<file path="src/rtl/div_unit.sv">
// div_unit: iterative restoring divider (DIV/DIVU), quotient to LO, remainder to HI; signed mode built only with DIV_SIGNED_EN
module div_unit #(
  parameter int WIDTH = 32
) (
  input  logic             clk,
  input  logic             resetn,
  input  logic             start,
  input  logic             is_signed,
  input  logic [WIDTH-1:0] dividend,
  input  logic [WIDTH-1:0] divisor,
  input  logic             cancel,
  output logic             busy,
  output logic             result_valid,
  output logic [WIDTH-1:0] quotient,
  output logic [WIDTH-1:0] remainder,
  output logic             div_by_zero
);
  localparam int CW = $clog2(WIDTH);
  typedef enum logic [2:0] {IDLE, PREP, CALC, FIX, DONE} state_t;
  state_t           state, state_next;
  logic [CW-1:0]    count;
  logic [WIDTH-1:0] dvd, dsr, rem;
  logic [WIDTH-1:0] dvd_mag, dsr_mag, q_fix, r_fix;
  logic [WIDTH:0]   trial;
  // dvd doubles as the shifting dividend and the quotient being built
  assign trial = {rem, dvd[WIDTH-1]} - {1'b0, dsr};
`ifdef DIV_SIGNED_EN
  logic sign_q, sign_r, sign_d;
  // capture operand signs when a request is accepted
  always_ff @(posedge clk) begin
    if (!resetn) begin
      sign_q <= 1'b0;
      sign_r <= 1'b0;
      sign_d <= 1'b0;
    end else if (state == IDLE && start) begin
      sign_q <= is_signed & (dividend[WIDTH-1] ^ divisor[WIDTH-1]);
      sign_r <= is_signed & dividend[WIDTH-1];
      sign_d <= is_signed & divisor[WIDTH-1];
    end
  end
  assign dvd_mag = sign_r ? -dvd : dvd;
  assign dsr_mag = sign_d ? -dsr : dsr;
  assign q_fix   = sign_q ? -dvd : dvd;
  assign r_fix   = sign_r ? -rem : rem;
`else
  logic unused_is_signed;
  assign unused_is_signed = is_signed;
  assign dvd_mag = dvd;
  assign dsr_mag = dsr;
  assign q_fix   = dvd;
  assign r_fix   = rem;
`endif
  // state register
  always_ff @(posedge clk) begin
    if (!resetn) state <= IDLE;
    else         state <= state_next;
  end
  // next state; cancel aborts any active state, even FIX and DONE
  always_comb begin
    state_next = state;
    unique case (state)
      IDLE:    state_next = start ? PREP : IDLE;
      PREP:    state_next = CALC;
      CALC:    state_next = (count == '0) ? FIX : CALC;
      FIX:     state_next = DONE;
      DONE:    state_next = IDLE;
      default: state_next = IDLE;
    endcase
    if (cancel && state != IDLE) state_next = IDLE;
  end
  // status flags registered from the next state so they track the FSM exactly
  always_ff @(posedge clk) begin
    if (!resetn) begin
      busy         <= 1'b0;
      result_valid <= 1'b0;
    end else begin
      busy         <= state_next != IDLE;
      result_valid <= state_next == DONE;
    end
  end
  // operand latch, shift-subtract datapath and result registers
  always_ff @(posedge clk) begin
    if (!resetn) begin
      dvd         <= '0;
      dsr         <= '0;
      rem         <= '0;
      count       <= '0;
      quotient    <= '0;
      remainder   <= '0;
      div_by_zero <= 1'b0;
    end else begin
      if (state == IDLE && start) begin
        dvd <= dividend;
        dsr <= divisor;
      end
      if (state == PREP) begin
        dvd   <= dvd_mag;
        dsr   <= dsr_mag;
        rem   <= '0;
        count <= CW'(WIDTH - 1);
      end
      if (state == CALC) begin
        rem   <= trial[WIDTH] ? {rem[WIDTH-2:0], dvd[WIDTH-1]} : trial[WIDTH-1:0];
        dvd   <= {dvd[WIDTH-2:0], ~trial[WIDTH]};
        count <= count - 1'b1;
      end
      if (state == FIX && !cancel) begin
        quotient    <= q_fix;
        remainder   <= r_fix;
        div_by_zero <= dsr == '0;
      end
    end
  end
endmodule

</file>
<file path="config.mk">
export PLATFORM = sky130hd
export DESIGN_NAME = div_unit
export DESIGN_NICKNAME = d
export VERILOG_FILES = /design/src/rtl/div_unit.sv
export SDC_FILE = /design/constraint.sdc
export NUM_CORES = 1
export LEC_CHECK = 0
export CORE_AREA = 5 5 118 165
export CTS_BUF_LIST = sky130_fd_sc_hd__clkbuf_8 sky130_fd_sc_hd__clkbuf_16
export CTS_CLUSTER_DIAMETER = 80
export DETAILED_ROUTE_END_ITERATION = 10
export DIE_AREA = 0 0 123 170
export DONT_BUFFER_PORTS = 1
export PLACE_DENSITY = 0.66
export SLEW_MARGIN = 10
export SYNTH_ARGS = -nofsm -noshare
export SYNTH_HDL_FRONTEND = slang
export SYNTH_SLANG_ARGS = --single-unit
export TNS_END_PERCENT = 30
</file>
<file path="constraint.sdc">
create_clock -name clk -period 3.6 [get_ports clk]
set_clock_uncertainty 0.2 [all_clocks]
set_input_delay 0.36 -clock clk [delete_from_list [all_inputs] [get_ports clk]]
set_output_delay 0.36 -clock clk [all_outputs]
set_load 0.05 [all_outputs]
</file>
## Word level (Yosys, flattened, before mapping)

Cells that the tools add are included.

- Add/subtract/negate cells: 2
- Mux-type cells: 12
- Eq/ne operators: 5
- Bitwise logic cells: 2
- Reductions and logical operators: 13

Operator list:

| operator | number |
|---|---|
| two-way mux 32 bit | 6 |
| subtractor 33 x 32 -> 33 bit | 1 |
| zero test 32 bit | 1 |
| case mux 3 bit (4 select lines) | 1 |
| two-way mux 5 bit | 2 |
| == test 3 x 2 -> 1 bit, second input constant | 2 |
| nonzero test 3 bit | 2 |
| zero test 5 bit | 1 |
| subtractor 5 x 1 -> 5 bit, second input constant | 1 |
| AND reduction 2 bit | 2 |
| nonzero test 2 bit | 2 |
| == test 3 x 1 -> 1 bit, second input constant | 1 |
| == test 3 bit, second input constant | 1 |
| logical AND 1 bit | 3 |
| zero test 3 bit | 1 |
| two-way mux 3 bit | 1 |
| two-way mux 1 bit | 2 |
| != test 2 x 1 -> 1 bit, second input constant | 1 |
| NOT 1 bit | 2 |
| zero test 1 bit | 1 |

- Register bits after elaboration: 171
- Input port bits: 69
- Output and inout bits: 67

## Longest topological paths before layout

- Depth in word-level cells: 5
- Gate-level depth with buffers: 13
- Mapped depth without buffers: 12

## Worst setup path after synthesis

Ideal clock, no wire load.

- Path type: flip-flop to flip-flop
- Start: register dvd[31]
- End: register rem[10], in the netlist r_fix[10]
- Path slack: 0.342 ns
- Arrival: 2.930 ns
- Buffers on the path: 1
- Library setup time: 0.128 ns
- Required time: 3.272 ns
- Stages on the path, launching flop included: 14
- Cells stage by stage: dfxtp_1 -> inv_1 -> ha_1 -> inv_1 -> fa_1 -> a211o_1 -> a211oi_2 -> a2bb2oi_2 -> a211oi_2 -> o41ai_4 -> xnor2_2 -> buf_4 -> mux2i_1 -> o21ai_1

- Word-level cells in the longest chain between the ends: 3

RTL lines:

| what | RTL line | RTL |
|---|---|---|
| start: declaration | 22 | `logic [WIDTH-1:0] dvd, dsr, rem;` |
| start signal: assignment | 93 | `dvd <= dividend;` |
| start signal: assignment | 97 | `dvd <= dvd_mag;` |
| start signal: assignment | 104 | `dvd <= {dvd[WIDTH-2:0], ~trial[WIDTH]};` |
| subtractor 33 x 32 -> 33 bit | 26 | `assign trial = {rem, dvd[WIDTH-1]} - {1'b0, dsr};` |
| two-way mux 32 bit | 103 | `rem <= trial[WIDTH] ? {rem[WIDTH-2:0], dvd[WIDTH-1]} : trial[WIDTH-1:0];` |
| two-way mux 32 bit | 102 | `if (state == CALC) begin` |
| end signal: assignment | 103 |  |
| end: declaration | 22 |  |

Every way passes these cells.
A chain may end at the register's enable or synchronous reset.

## Final worst setup path

- Start: register dvd[31]
- End: register rem[19], in the netlist r_fix[19]

Same word-level chain as after synthesis.

==> impl_metrics.xml <==
<?xml version="1.0" encoding="UTF-8"?>
<metrics>
  <group name="synth">
    <metric name="synth_fp_nets" unit="">1215</metric>
    <metric name="syn-cell-area" unit="um^2">8748</metric>
    <metric name="synth_cell_types" unit="">62</metric>
    <metric name="synthesis.yosys.warnings" unit="">0</metric>
    <metric name="sequential_fraction_of_the_synthesis_area" unit="">0.3913</metric>
    <metric name="synthesis.instances" unit="">1112</metric>
    <metric name="postSynth.topFlopCell" unit="">sky130_fd_sc_hd__dfxtp_1</metric>
    <metric name="synth-seq-cells" unit="">171</metric>
    <metric name="synth_area_per_cell" unit="um^2">7.867</metric>
    <metric name="synth_enable_flop_cells" unit="">0</metric>
    <metric name="synth_async_sr_flop_share" unit="">0</metric>
  </group>
  <group name="timing">
    <metric name="period_share" unit="">0.9736</metric>
    <metric name="timing.final.hold_violations" unit="">0</metric>
    <metric name="fin_worst_hold_slack" unit="ps">49.77</metric>
    <metric name="slew_headroom" unit="">0.3189</metric>
    <metric name="max_freq" unit="MHz">285.3</metric>
    <metric name="totalNegativeSetupSlack" unit="ps">0</metric>
    <metric name="finalSetupViolCount" unit="">0</metric>
    <metric name="timing.final.crit_period" unit="ps">3505</metric>
    <metric name="worst_slack" unit="ps">94.93</metric>
    <metric name="slew_violations" unit="">0</metric>
    <metric name="tightestPinTransition" unit="ps">1018</metric>
  </group>
  <group name="grt">
    <metric name="grt.met2_usage" unit="">0.3721</metric>
    <metric name="number_of_antenna_violations_at_the_first_check_in_global_routing" unit="">0</metric>
    <metric name="global_route.peak_usage_layer" unit="">met2</metric>
    <metric name="gr-total-overflow" unit="">0</metric>
    <metric name="grt_util_all_layers" unit="">0.2186</metric>
    <metric name="global_route.usage.met1" unit="">0.2654</metric>
    <metric name="grt_max_degree" unit="">116</metric>
    <metric name="grt_first_pass_wirelength" unit="um">36820</metric>
    <metric name="use_met3" unit="">0.05618</metric>
    <metric name="grt_pass1_vias" unit="">7420</metric>
  </group>
  <group name="placement">
    <metric name="place.detailed.hpwl" unit="um">15460</metric>
    <metric name="worst_case_setup_slack_after_placement" unit="ps">132.9</metric>
    <metric name="final_wtd_congestion" unit="">0.9056</metric>
    <metric name="number_of_port_buffers" unit="">0</metric>
  </group>
  <group name="worst_setup_path">
    <metric name="max_stage_delay" unit="ps">480</metric>
    <metric name="critical_path_class" unit="">reg2reg</metric>
    <metric name="crit_buf_inv" unit="">3</metric>
    <metric name="critical-path-slowest-cell" unit="">sky130_fd_sc_hd__o41ai_4</metric>
    <metric name="setup.worst_path.end_class" unit="">register</metric>
    <metric name="cp_top_family" unit="">compound AO/OA/AOI/OAI gates</metric>
    <metric name="crit_path_start" unit="">dvd[31]</metric>
    <metric name="timing.critical_path.required" unit="ps">3710</metric>
    <metric name="worst_path_maximum_fanout" unit="">7</metric>
    <metric name="cp_cell_sequence" unit="">inv_2 -&gt; ha_4 -&gt; inv_2 -&gt; fa_2 -&gt; a211o_1 -&gt; a211oi_2 -&gt; a2bb2oi_2 -&gt; a211oi_2 -&gt; o41ai_4 -&gt; xnor2_4 -&gt; clkbuf_16 -&gt; nor2_1 -&gt; a221o_1</metric>
    <metric name="cp_arrival" unit="ps">3620</metric>
    <metric name="critPathLaunchType" unit="">register</metric>
    <metric name="rr_startpoint" unit="">dvd[31]</metric>
  </group>
  <group name="die">
    <metric name="io_pins" unit="">136</metric>
    <metric name="die_x" unit="um">123</metric>
    <metric name="die_h" unit="um">170</metric>
    <metric name="floorplan.core_area" unit="um^2">17780</metric>
    <metric name="initial_utilization" unit="">0.4920</metric>
    <metric name="fp.dieArea" unit="um^2">20910</metric>
    <metric name="rows" unit="">58</metric>
  </group>
  <group name="clock_tree">
    <metric name="clock_sinks" unit="">171</metric>
    <metric name="clock_tree_from_tritoncts" unit="">done</metric>
    <metric name="clock-root-buffer" unit="">sky130_fd_sc_hd__clkbuf_16</metric>
    <metric name="numCtsBuffers" unit="">17</metric>
    <metric name="cts_buffer_depth" unit="">2</metric>
    <metric name="insertion_delay_of_the_later_clocked_pin_in_the_worst_skew_pair" unit="ps">430</metric>
    <metric name="maximum_level_of_the_cts_h_tree" unit="">4</metric>
    <metric name="cts.reportedPaths.clkPinSlew" unit="ps">60</metric>
  </group>
  <group name="power">
    <metric name="post-layout-total-power" unit="uW">4484</metric>
    <metric name="power.ir.vdd_worst" unit="mV">0.2563</metric>
    <metric name="p_leak" unit="uW">0.004194</metric>
    <metric name="power.density" unit="nW/um^2">434.3</metric>
  </group>
  <group name="route">
    <metric name="detail_route.iter0.violations" unit="">382</metric>
    <metric name="routed_via_density" unit="">5.517</metric>
    <metric name="route.detailed.drc" unit="">0</metric>
    <metric name="routed_wl" unit="um">23220</metric>
    <metric name="drt.antenna.violating_nets" unit="">0</metric>
    <metric name="wl_per_cell" unit="um">16.57</metric>
    <metric name="drt_first_pass_iters" unit="">4</metric>
    <metric name="detailroute.via_count" unit="">7730</metric>
  </group>
  <group name="job">
    <metric name="drv_cap" unit="">0</metric>
  </group>
  <group name="outcome">
    <metric name="status" unit="">finished clean</metric>
  </group>
  <group name="min_path">
    <metric name="min-delay-start" unit="">dividend[31]</metric>
    <metric name="hp-class" unit="">in2reg</metric>
  </group>
  <group name="final_layout">
    <metric name="antenna_diode_count" unit="">0</metric>
    <metric name="final_layout_size_suffix_gt1_frac" unit="">0.06374</metric>
    <metric name="nNetsFinal" unit="">1251</metric>
    <metric name="area_delta_synth_final" unit="%">18.02</metric>
  </group>
</metrics>
## cells by family (layout without fill, tap and decap cells)
kind of cell	Yosys count	after routing	synth area share
multiplexers	27	27	0.03089
AND/OR/NAND/NOR	459	459	0.2221
AO/OA/AOI/OAI	280	280	0.2293
flip-flops	171	171	0.3913
adder cells (fa/ha/maj)	34	34	0.04949
buffers and inverters	116	165	0.05106
XOR/XNOR	25	25	0.02589
## registers in the layout, summed over array words and instances (netlist names)
name and cells:
count 5, busy 1, result_valid 1, state 3, quotient 32, dvd 32
div_by_zero 1, remainder 32, dsr 32, r_fix 32
## routing by layer
| metal | routed length, um | part of all wire | vias up |
|---|---|---|---|
| met5 | 0 | 0 | - |
| met4 | 576 | 0.025 | 0 |
| met3 | 1327 | 0.057 | 36 |
| met2 | 11540 | 0.50 | 188 |
| met1 | 9773 | 0.42 | 3602 |
| li1 | - | - | 3904 |
## repair_timing
action	in CTS	in global routing
buffers inserted	0	3
endpoints found under the hold margin	116	0
setup endpoints to repair	0	13
gates resized for setup	0	9
hold buffers	65	0
## final timing paths
check	to	slack [ps]	cells past startpoint
max	r_fix[19]	90	13
min	dvd[31]	50	3
max reg2reg	r_fix[19]	90	13
min reg2reg	count[3]	280	1
## per-stage QoR
step                      utilization  instances  area, um^2
after global placement         0.5026       1296        8936
final                          0.5807       1401       10320
after CTS                      0.5726       1393       10180
after detailed placement       0.5026       1296        8936
after global routing           0.5807       1401       10320
after floorplan                     -       1112        8748
## synthesized netlist by cell type, types with 2 or more instances
cell                        instances  area [um^2]
sky130_fd_sc_hd__a2111oi_0          2        17.52
sky130_fd_sc_hd__a211oi_2           2        25.02
sky130_fd_sc_hd__dfxtp_1          171         3423
sky130_fd_sc_hd__o21ai_1           15        75.07
sky130_fd_sc_hd__nand4_1            8        50.05
sky130_fd_sc_hd__buf_1              4        15.01
sky130_fd_sc_hd__o2bb2ai_1          2        17.52
sky130_fd_sc_hd__a221o_1            5        50.05
sky130_fd_sc_hd__nand3_1           45        225.2
sky130_fd_sc_hd__buf_4              3        22.52
sky130_fd_sc_hd__a221oi_1           2        17.52
sky130_fd_sc_hd__o21a_1             5        37.54
sky130_fd_sc_hd__o211a_1           35        350.3
sky130_fd_sc_hd__nor3_1            11        55.05
sky130_fd_sc_hd__nor2b_1            9        56.30
sky130_fd_sc_hd__a311oi_1           2        17.52
sky130_fd_sc_hd__nand2_1          320         1201
sky130_fd_sc_hd__a21oi_1           61        305.3
sky130_fd_sc_hd__or3_1              2        12.51
sky130_fd_sc_hd__nor2_1            30        112.6
sky130_fd_sc_hd__o21bai_1           8        60.06
sky130_fd_sc_hd__xnor2_1           14        122.6
sky130_fd_sc_hd__and3_1             7        43.79
sky130_fd_sc_hd__a21o_1             8        60.06
sky130_fd_sc_hd__xor2_1            10        87.58
sky130_fd_sc_hd__o2111ai_1          3        26.28
sky130_fd_sc_hd__inv_1             47        176.4
sky130_fd_sc_hd__o21ai_0           29        145.1
sky130_fd_sc_hd__and2_1             7        43.79
sky130_fd_sc_hd__a21boi_0          75        563.0
sky130_fd_sc_hd__mux2i_1           27        270.3
sky130_fd_sc_hd__ha_1              33        412.9
sky130_fd_sc_hd__nand2b_1           2        12.51
sky130_fd_sc_hd__a211oi_1           2        15.01
sky130_fd_sc_hd__clkbuf_1          62        232.7
sky130_fd_sc_hd__o211ai_1           7        52.55
sky130_fd_sc_hd__nand4b_1           2        17.52
sky130_fd_sc_hd__nor4_1            11        68.82
## layout make-up
cell class | count | area (um^2)
Clock buffer | 18 | 439.2
Timing Repair Buffer | 86 | 914.6
Multi-Input combinational cell | 825 | 4932
Fill cell | 1613 | 7455
Tap cell | 240 | 300.3
Inverter | 47 | 176.4
Sequential cell | 171 | 3426
Clock inverter | 14 | 136.4
## tightest hold or removal path, cell delays in order
cell and delay [ps]:
sky130_fd_sc_hd__nand2_1 60, sky130_fd_sc_hd__o211ai_1 90, sky130_fd_sc_hd__o211a_1 130
## power breakdown
group / total, uW / switching [uW] / internal [uW] / leakage, uW
Clock: 1800 / 814 / 990 / 0.000285
Sequential: 2020 / 61.7 / 1960 / 0.00139
Combinational: 663 / 360 / 303 / 0.00252
Total: 4480 / 1240 / 3250 / 0.00419
## placed cells by master (no fill, tap or decap), types with 9 or more instances in the layout
cell type,instances
sky130_fd_sc_hd__nand2_1,318
sky130_fd_sc_hd__nor4_1,11
sky130_fd_sc_hd__o211a_1,35
sky130_fd_sc_hd__xor2_1,10
sky130_fd_sc_hd__nand3_1,44
sky130_fd_sc_hd__ha_1,32
sky130_fd_sc_hd__nor2b_1,9
sky130_fd_sc_hd__a21boi_0,75
sky130_fd_sc_hd__nor3_1,11
sky130_fd_sc_hd__mux2i_1,26
sky130_fd_sc_hd__a21oi_1,61
sky130_fd_sc_hd__o21ai_1,15
sky130_fd_sc_hd__inv_1,46
sky130_fd_sc_hd__clkbuf_16,20
sky130_fd_sc_hd__dlygate4sd3_1,64
sky130_fd_sc_hd__nor2_1,30
sky130_fd_sc_hd__dfxtp_1,169
sky130_fd_sc_hd__xnor2_1,14
sky130_fd_sc_hd__buf_4,13
sky130_fd_sc_hd__o21ai_0,29
Power figures use the tool's default switching activity.
==> patch 1: new RTL, config.mk and constraints unchanged <==
Change the parameter `WIDTH` from 32 to 16.
--- a/src/rtl/div_unit.sv
+++ b/src/rtl/div_unit.sv
@@ -1,6 +1,6 @@
 // div_unit: iterative restoring divider (DIV/DIVU), quotient to LO, remainder to HI; signed mode built only with DIV_SIGNED_EN
 module div_unit #(
-  parameter int WIDTH = 32
+  parameter int WIDTH = 16
 ) (
   input  logic             clk,
   input  logic             resetn,
Interface: changed (resized dividend, divisor, quotient and remainder); port bits go from 136 to 72. The function was not compared with the original's and may differ.
==> patch 1 against the original RTL <==
Sequential cell count decreased by 81; area after synthesis decreased by 48%; routed wire length decreased by 47%; final area decreased by 48%; count of clock-buffer cells in the layout decreased by 9; power decreased by 45%; global-route usage decreased by 10 points; setup slack improved by 0.82 ns; critical endpoint is now r_fix[14].
==> patch 1: results (changes against the original RTL) <==
| Metric | Value |
|---|---|
| Clock latency on the worst-skew pair | `0.35 ns (was 0.43 ns)` |
| Status | `completed (unchanged)` |
| GRT Util Overall | `11.86% (was 21.86%)` |
| First-pass GRT wire length | `19.41 mm (was 36.82 mm)` |
| Critical Path AT | `2.72 ns (was 3.62 ns)` |
| Cell leakage power | `1.927 nW (was 4.194 nW)` |
| Initial drt markers | `200 (was 382)` |
| Slowest CP cell | `a221oi_1 (was o41ai_4)` |
| Number of global-route vias before repair | `3850 (was 7420)` |
| Synth cell count leaders | `nand2_1 (128), dfxtp_1 (90), a21boi_0 (49) (was nand2_1 (320), dfxtp_1 (171), a21boi_0 (75))` |
| Hpwl dp | `9.042 mm (was 15.46 mm)` |
| Mapped Nets | `621 (was 1215)` |
| Rel. slew slack | `33.30% (was 31.89%)` |
| Library cells used by synthesis | `61 (was 62)` |
| Largest stage delay on the critical path | `0.43 ns (was 0.48 ns)` |
| DR vias/cell | `4.866 (was 5.517)` |
| Dominant cells by area after synthesis | `dfxtp_1 (39%), nand2_1 (10%), a21boi_0 (8.0%) (was dfxtp_1 (39%), nand2_1 (14%), a21boi_0 (6.4%))` |
| Post-Layout Cell Count | `815 (was 1401)` |
| CTS H-tree lvls | `3 (was 4)` |
| Placed Cells | `780 (was 1296)` |
| Post-Route WL | `12.36 mm (was 23.22 mm)` |
| WHS | `0.01312 ns (was 0.04977 ns)` |
| Post-Synthesis Cells | `565 (was 1112)` |
| Largest fanout on the critical path | `5 (was 7)` |
| R2r worst-path depth | `10 (was 13)` |
| Sequential area share after synthesis | `39.34% (was 39.13%)` |
| Final RePlAce weighted congestion | `0.9065 (was 0.9056)` |
| DRT Pass-1 Iters | `6 (was 4)` |
| R2r endpoint | `r_fix[14] (was r_fix[19])` |
| Critical R2R Launch | `dvd[15] (was dvd[31])` |
-- patch 1: cell types whose count changed in the layout (fill, tap and decap cells not counted), sizes merged, moves of 12 or more --
cell,change
a21boi,-26
a21oi,-41
clkbuf,-12
dfxtp,-81
dlygate4sd3,-46
ha,-15
inv,-25
mux2i,-19
nand2,-192
nand3,-36
o211a,-34
o21ai,-20
o221ai,+14
-- patch 1: worst min-delay path by stage --
stage | cells after the start | end | from
after floorplan | 2 | quotient[15] | dvd[15]
after global placement | 2 | quotient[15] | dvd[15]
after detailed placement | 1 | state[1] | cancel
after CTS | 2 | dvd[7] | dividend[7]
after global routing | 2 | dvd[3] | dividend[3]
final | 2 | dvd[7] | dividend[7]
-- patch 1: cell type report --
cell class / instances / share of cell area, %
Timing Repair Buffer: 26 / 4.887
Tap cell: 240 / 5.639
Inverter: 26 / 1.833
Clock inverter: 7 / 1.762
Multi-Input combinational cell: 417 / 47.81
Clock buffer: 9 / 4.229
Sequential cell: 90 / 33.83
-- patch 1: metal layers --
metal | vias to the layer above | track usage (%) | part of all wire [%]
li1 | 1998 | - | -
met2 | 90 | 20.95 | 51
met3 | 30 | 3.125 | 5.1
met1 | 1848 | 13.08 | 41
met4 | 0 | 5.590 | 3.3
met5 | - | 0 | 0
-- patch 1: power breakdown --
group	internal (mW)	total (mW)	leakage, nW	switching (mW)
combinational	0.162	0.367	1.04	0.204
sequential	1.03	1.07	0.733	0.0405
clock	0.559	1.01	0.153	0.449
total	1.76	2.45	1.93	0.694
-- patch 1: cells by family after synthesis --
kind of cell	synth area share, %
buf+inv	5.054
flops	39.34
xor+xnor	1.912
compound gates	24.65
simple gates	21.69
mux	1.995
fa+ha+maj	5.355
-- patch 1: metrics by stage --
step           setup slack (ns)  area (µm²)  util, %  power (mW)
2_1_floorplan             1.267        4579        -       1.369
3_3_place_gp             0.9455        4798    26.99       1.427
3_5_place_dp             0.9186        4798    26.99       1.432
4_1_cts                  0.9070        5325    29.95       2.474
5_1_grt                  0.7164        5325    29.95       2.560
6_report                 0.9099        5325    29.95       2.450
-- patch 1: worst max-delay path, delay by kind of cell (launching register included) --
kind | cells | cell delay, ns
AO/OA/AOI/OAI | 3 | 0.82
XOR/XNOR | 1 | 0.20
adder cells (fa/ha/maj) | 2 | 0.58
buffers and inverters | 2 | 0.16
flip-flops | 1 | 0.31
AND/OR/NAND/NOR | 2 | 0.29
==> patch 2: new RTL, same settings <==
Without the edit above. Register the input `cancel` before use, with the module's reset. The logic sees it one clock later. The other inputs are not delayed to match.
--- a/src/rtl/div_unit.sv
+++ b/src/rtl/div_unit.sv
@@ -17,6 +17,17 @@
 );
   localparam int CW = $clog2(WIDTH);
   typedef enum logic [2:0] {IDLE, PREP, CALC, FIX, DONE} state_t;
+
+  logic cancel_q;
+
+  always_ff @(posedge clk) begin
+    if (!resetn) begin
+      cancel_q <= '0;
+    end else begin
+      cancel_q <= cancel;
+    end
+  end
+
   state_t           state, state_next;
   logic [CW-1:0]    count;
   logic [WIDTH-1:0] dvd, dsr, rem;
@@ -66,7 +77,7 @@
       DONE:    state_next = IDLE;
       default: state_next = IDLE;
     endcase
-    if (cancel && state != IDLE) state_next = IDLE;
+    if (cancel_q && state != IDLE) state_next = IDLE;
   end
   // status flags registered from the next state so they track the FSM exactly
   always_ff @(posedge clk) begin
@@ -104,7 +115,7 @@
         dvd   <= {dvd[WIDTH-2:0], ~trial[WIDTH]};
         count <= count - 1'b1;
       end
-      if (state == FIX && !cancel) begin
+      if (state == FIX && !cancel_q) begin
         quotient    <= q_fix;
         remainder   <= r_fix;
         div_by_zero <= dsr == '0;
Function: changed (Yosys sat finds a counterexample within 4 cycles, from zero or initial values and one cycle with resetn low).
==> patch 2 against the original RTL <==
Clock power up 7%; count of clock-buffer cells in the layout down 1; area after synthesis up 0.30%; setup slack better by 0.10 ns; sequential cell count up 1; routed wire length down 1.9%; power up 7.5%; non-clock buffer count down 9; first-iteration DRC count down 2.9%; critical path type unchanged; final area down 0.74%.
==> patch 2: results (changes against the original RTL) <==
| Metric | Value |
|---|---|
| Status | `completed (unchanged)` |
| Measured slew at the worst slew-check pin | `1.002 ns (was 1.018 ns)` |
| R2r endpoint | `r_fix[19] (unchanged)` |
| Pin count of the biggest net entering global routing | `117 (was 116)` |
| Part of the cycle the worst path needs | `94.45% (was 97.36%)` |
| CTS Buf Count | `17 (unchanged)` |
| Mapped Nets | `1217 (was 1215)` |
| Min-delay worst type | `input port to flop (unchanged)` |
| Clk pin slew, worst setup/hold paths | `0.06 ns (about the same)` |
| Dominant cells by area after synthesis | `dfxtp_1 (39%), nand2_1 (14%), a21boi_0 (6.4%) (unchanged)` |
| Reg2reg setup slack | `0.20 ns (was 0.09 ns)` |
| Antenna violations before repair | `0 (unchanged)` |
| Share of cells above drive strength 1 | `5.117% (was 6.374%)` |
| Largest fanout on the critical path | `18 (was 7)` |
| Yosys warnings | `0 (unchanged)` |
| Count of flip-flops with a built-in enable after synthesis | `0 (unchanged)` |
| Vias | `7676 (was 7730)` |
| Sequential area share after synthesis | `39.24% (was 39.13%)` |
| Worst Hold Depth | `3 (unchanged)` |
| Adder-cell share of the synthesized area | `4.934% (was 4.949%)` |
| Number of global-route vias before repair | `7617 (was 7420)` |
| GRT Util Overall | `22.44% (was 21.86%)` |
| WL/cell | `16.36 µm (was 16.57 µm)` |
| Worst VDD drop | `0.2847 mV (was 0.2563 mV)` |
| Post-synthesis compound-gate area fraction | `22.86% (was 22.93%)` |
| DRT Pass-1 Iters | `5 (was 4)` |
| Postcts setup bufs | `0 (unchanged)` |
| Critical Path AT | `3.51 ns (was 3.62 ns)` |
| Initial drt markers | `371 (was 382)` |
| Fillers | `1655 (was 1613)` |
| Largest area contributor in the netlist | `dfxtp_1 (unchanged)` |
| Cell leakage power | `4.169 nW (was 4.194 nW)` |
| Fraction of synthesized area in multiplexers | `3.080% (was 3.089%)` |
| Share of flip-flops with an asynchronous set or reset | `0% (unchanged)` |
| Hpwl dp | `15.47 mm (was 15.46 mm)` |
| Synth cell count leaders | `nand2_1 (320), dfxtp_1 (172), a21boi_0 (75) (was nand2_1 (320), dfxtp_1 (171), a21boi_0 (75))` |
| Largest stage delay on the critical path | `0.42 ns (was 0.48 ns)` |
| Hold Path Origin | `dividend[31] (unchanged)` |
| Slowest CP cell | `fa_1 (was o41ai_4)` |
| XOR/XNOR Fraction of Synth Area | `2.581% (was 2.589%)` |
| First-pass GRT wire length | `37.77 mm (was 36.82 mm)` |
| Library cells used by synthesis | `62 (unchanged)` |
| Final RePlAce weighted congestion | `0.8689 (was 0.9056)` |
| Clock buffer depth | `2 (unchanged)` |
[patch 2: area by class of cell]
type                       count  area, µm²  share of cell area [%]
clock inverter                14      185.2                   1.807
clock buffer                  17      425.4                   4.151
sequential                   172       3443                   33.60
multi-input combinational    826       4920                   48.00
inverter                      47      176.4                   1.721
tap                          240      300.3                   2.930
timing repair buffer          77      798.3                   7.789
[patch 2: what timing repair did]
action / CTS / global route
endpoints found under the hold margin: 117 / 0
hold buffers: 63 / 0
setup endpoints to repair: 0 / 26
gates resized for setup: 0 / 2
[patch 2: worst max-delay path: cells and delay by family, from the launching register on]
| family | cells | cell delay (ns) |
|---|---|---|
| XOR/XNOR | 1 | 0.19 |
| buffers and inverters | 3 | 0.35 |
| flip-flops | 1 | 0.31 |
| AND/OR/NAND/NOR | 1 | 0.06 |
| adder cells (fa/ha/maj) | 2 | 0.59 |
| AO/OA/AOI/OAI | 6 | 1.55 |
[patch 2: kinds of logic after synthesis]
family          after synthesis
mux                          27
simple gates                460
flops                       172
xor+xnor                     25
fa+ha+maj                    34
buf+inv                     116
compound gates              280
[patch 2: where the power goes]
| part | switching, mW | total (mW) | internal, mW |
|---|---|---|---|
| clock network | 0.820 | 1.93 | 1.11 |
| logic | 0.456 | 0.820 | 0.364 |
| registers | 0.0840 | 2.07 | 1.99 |
| total | 1.36 | 4.82 | 3.46 |
[patch 2: routing by layer]
metal | global-route usage [%] | up-vias | wire length [µm]
li1 | - | 3884 | -
met1 | 26.75 | 3603 | 9680
met2 | 38.85 | 156 | 11370
met3 | 5.319 | 33 | 1169
met4 | 8.530 | 0 | 565
met5 | 0 | - | 0
[patch 2: worst max-delay path by stage]
| stage | start | end | slack, ns | cells after the start |
|---|---|---|---|---|
| final | dvd[31] | r_fix[19] | 0.20 | 13 |
| after global routing | dvd[31] | r_fix[19] | 0.003 | 13 |
| after CTS | dvd[31] | r_fix[28] | 0.07 | 13 |
| after detailed placement | dvd[31] | r_fix[28] | 0.11 | 13 |
| after global placement | dvd[31] | r_fix[24] | 0.17 | 13 |
| after floorplan | dvd[31] | r_fix[10] | 0.34 | 13 |
[patch 2: per-stage QoR]
step                      cells  utilization, %  hold slack (ns)  area, µm²  setup WS (ns)
after global placement     1299           50.52           0.2502       8982         0.1665
after global routing       1393           57.64          0.01550      10250       0.003267
after CTS                  1393           57.60         0.001653      10240        0.07260
after detailed placement   1299           50.52           0.2546       8982         0.1110
final                      1393           57.64          0.01367      10250         0.1998
after floorplan            1114               -           0.2323       8775         0.3425
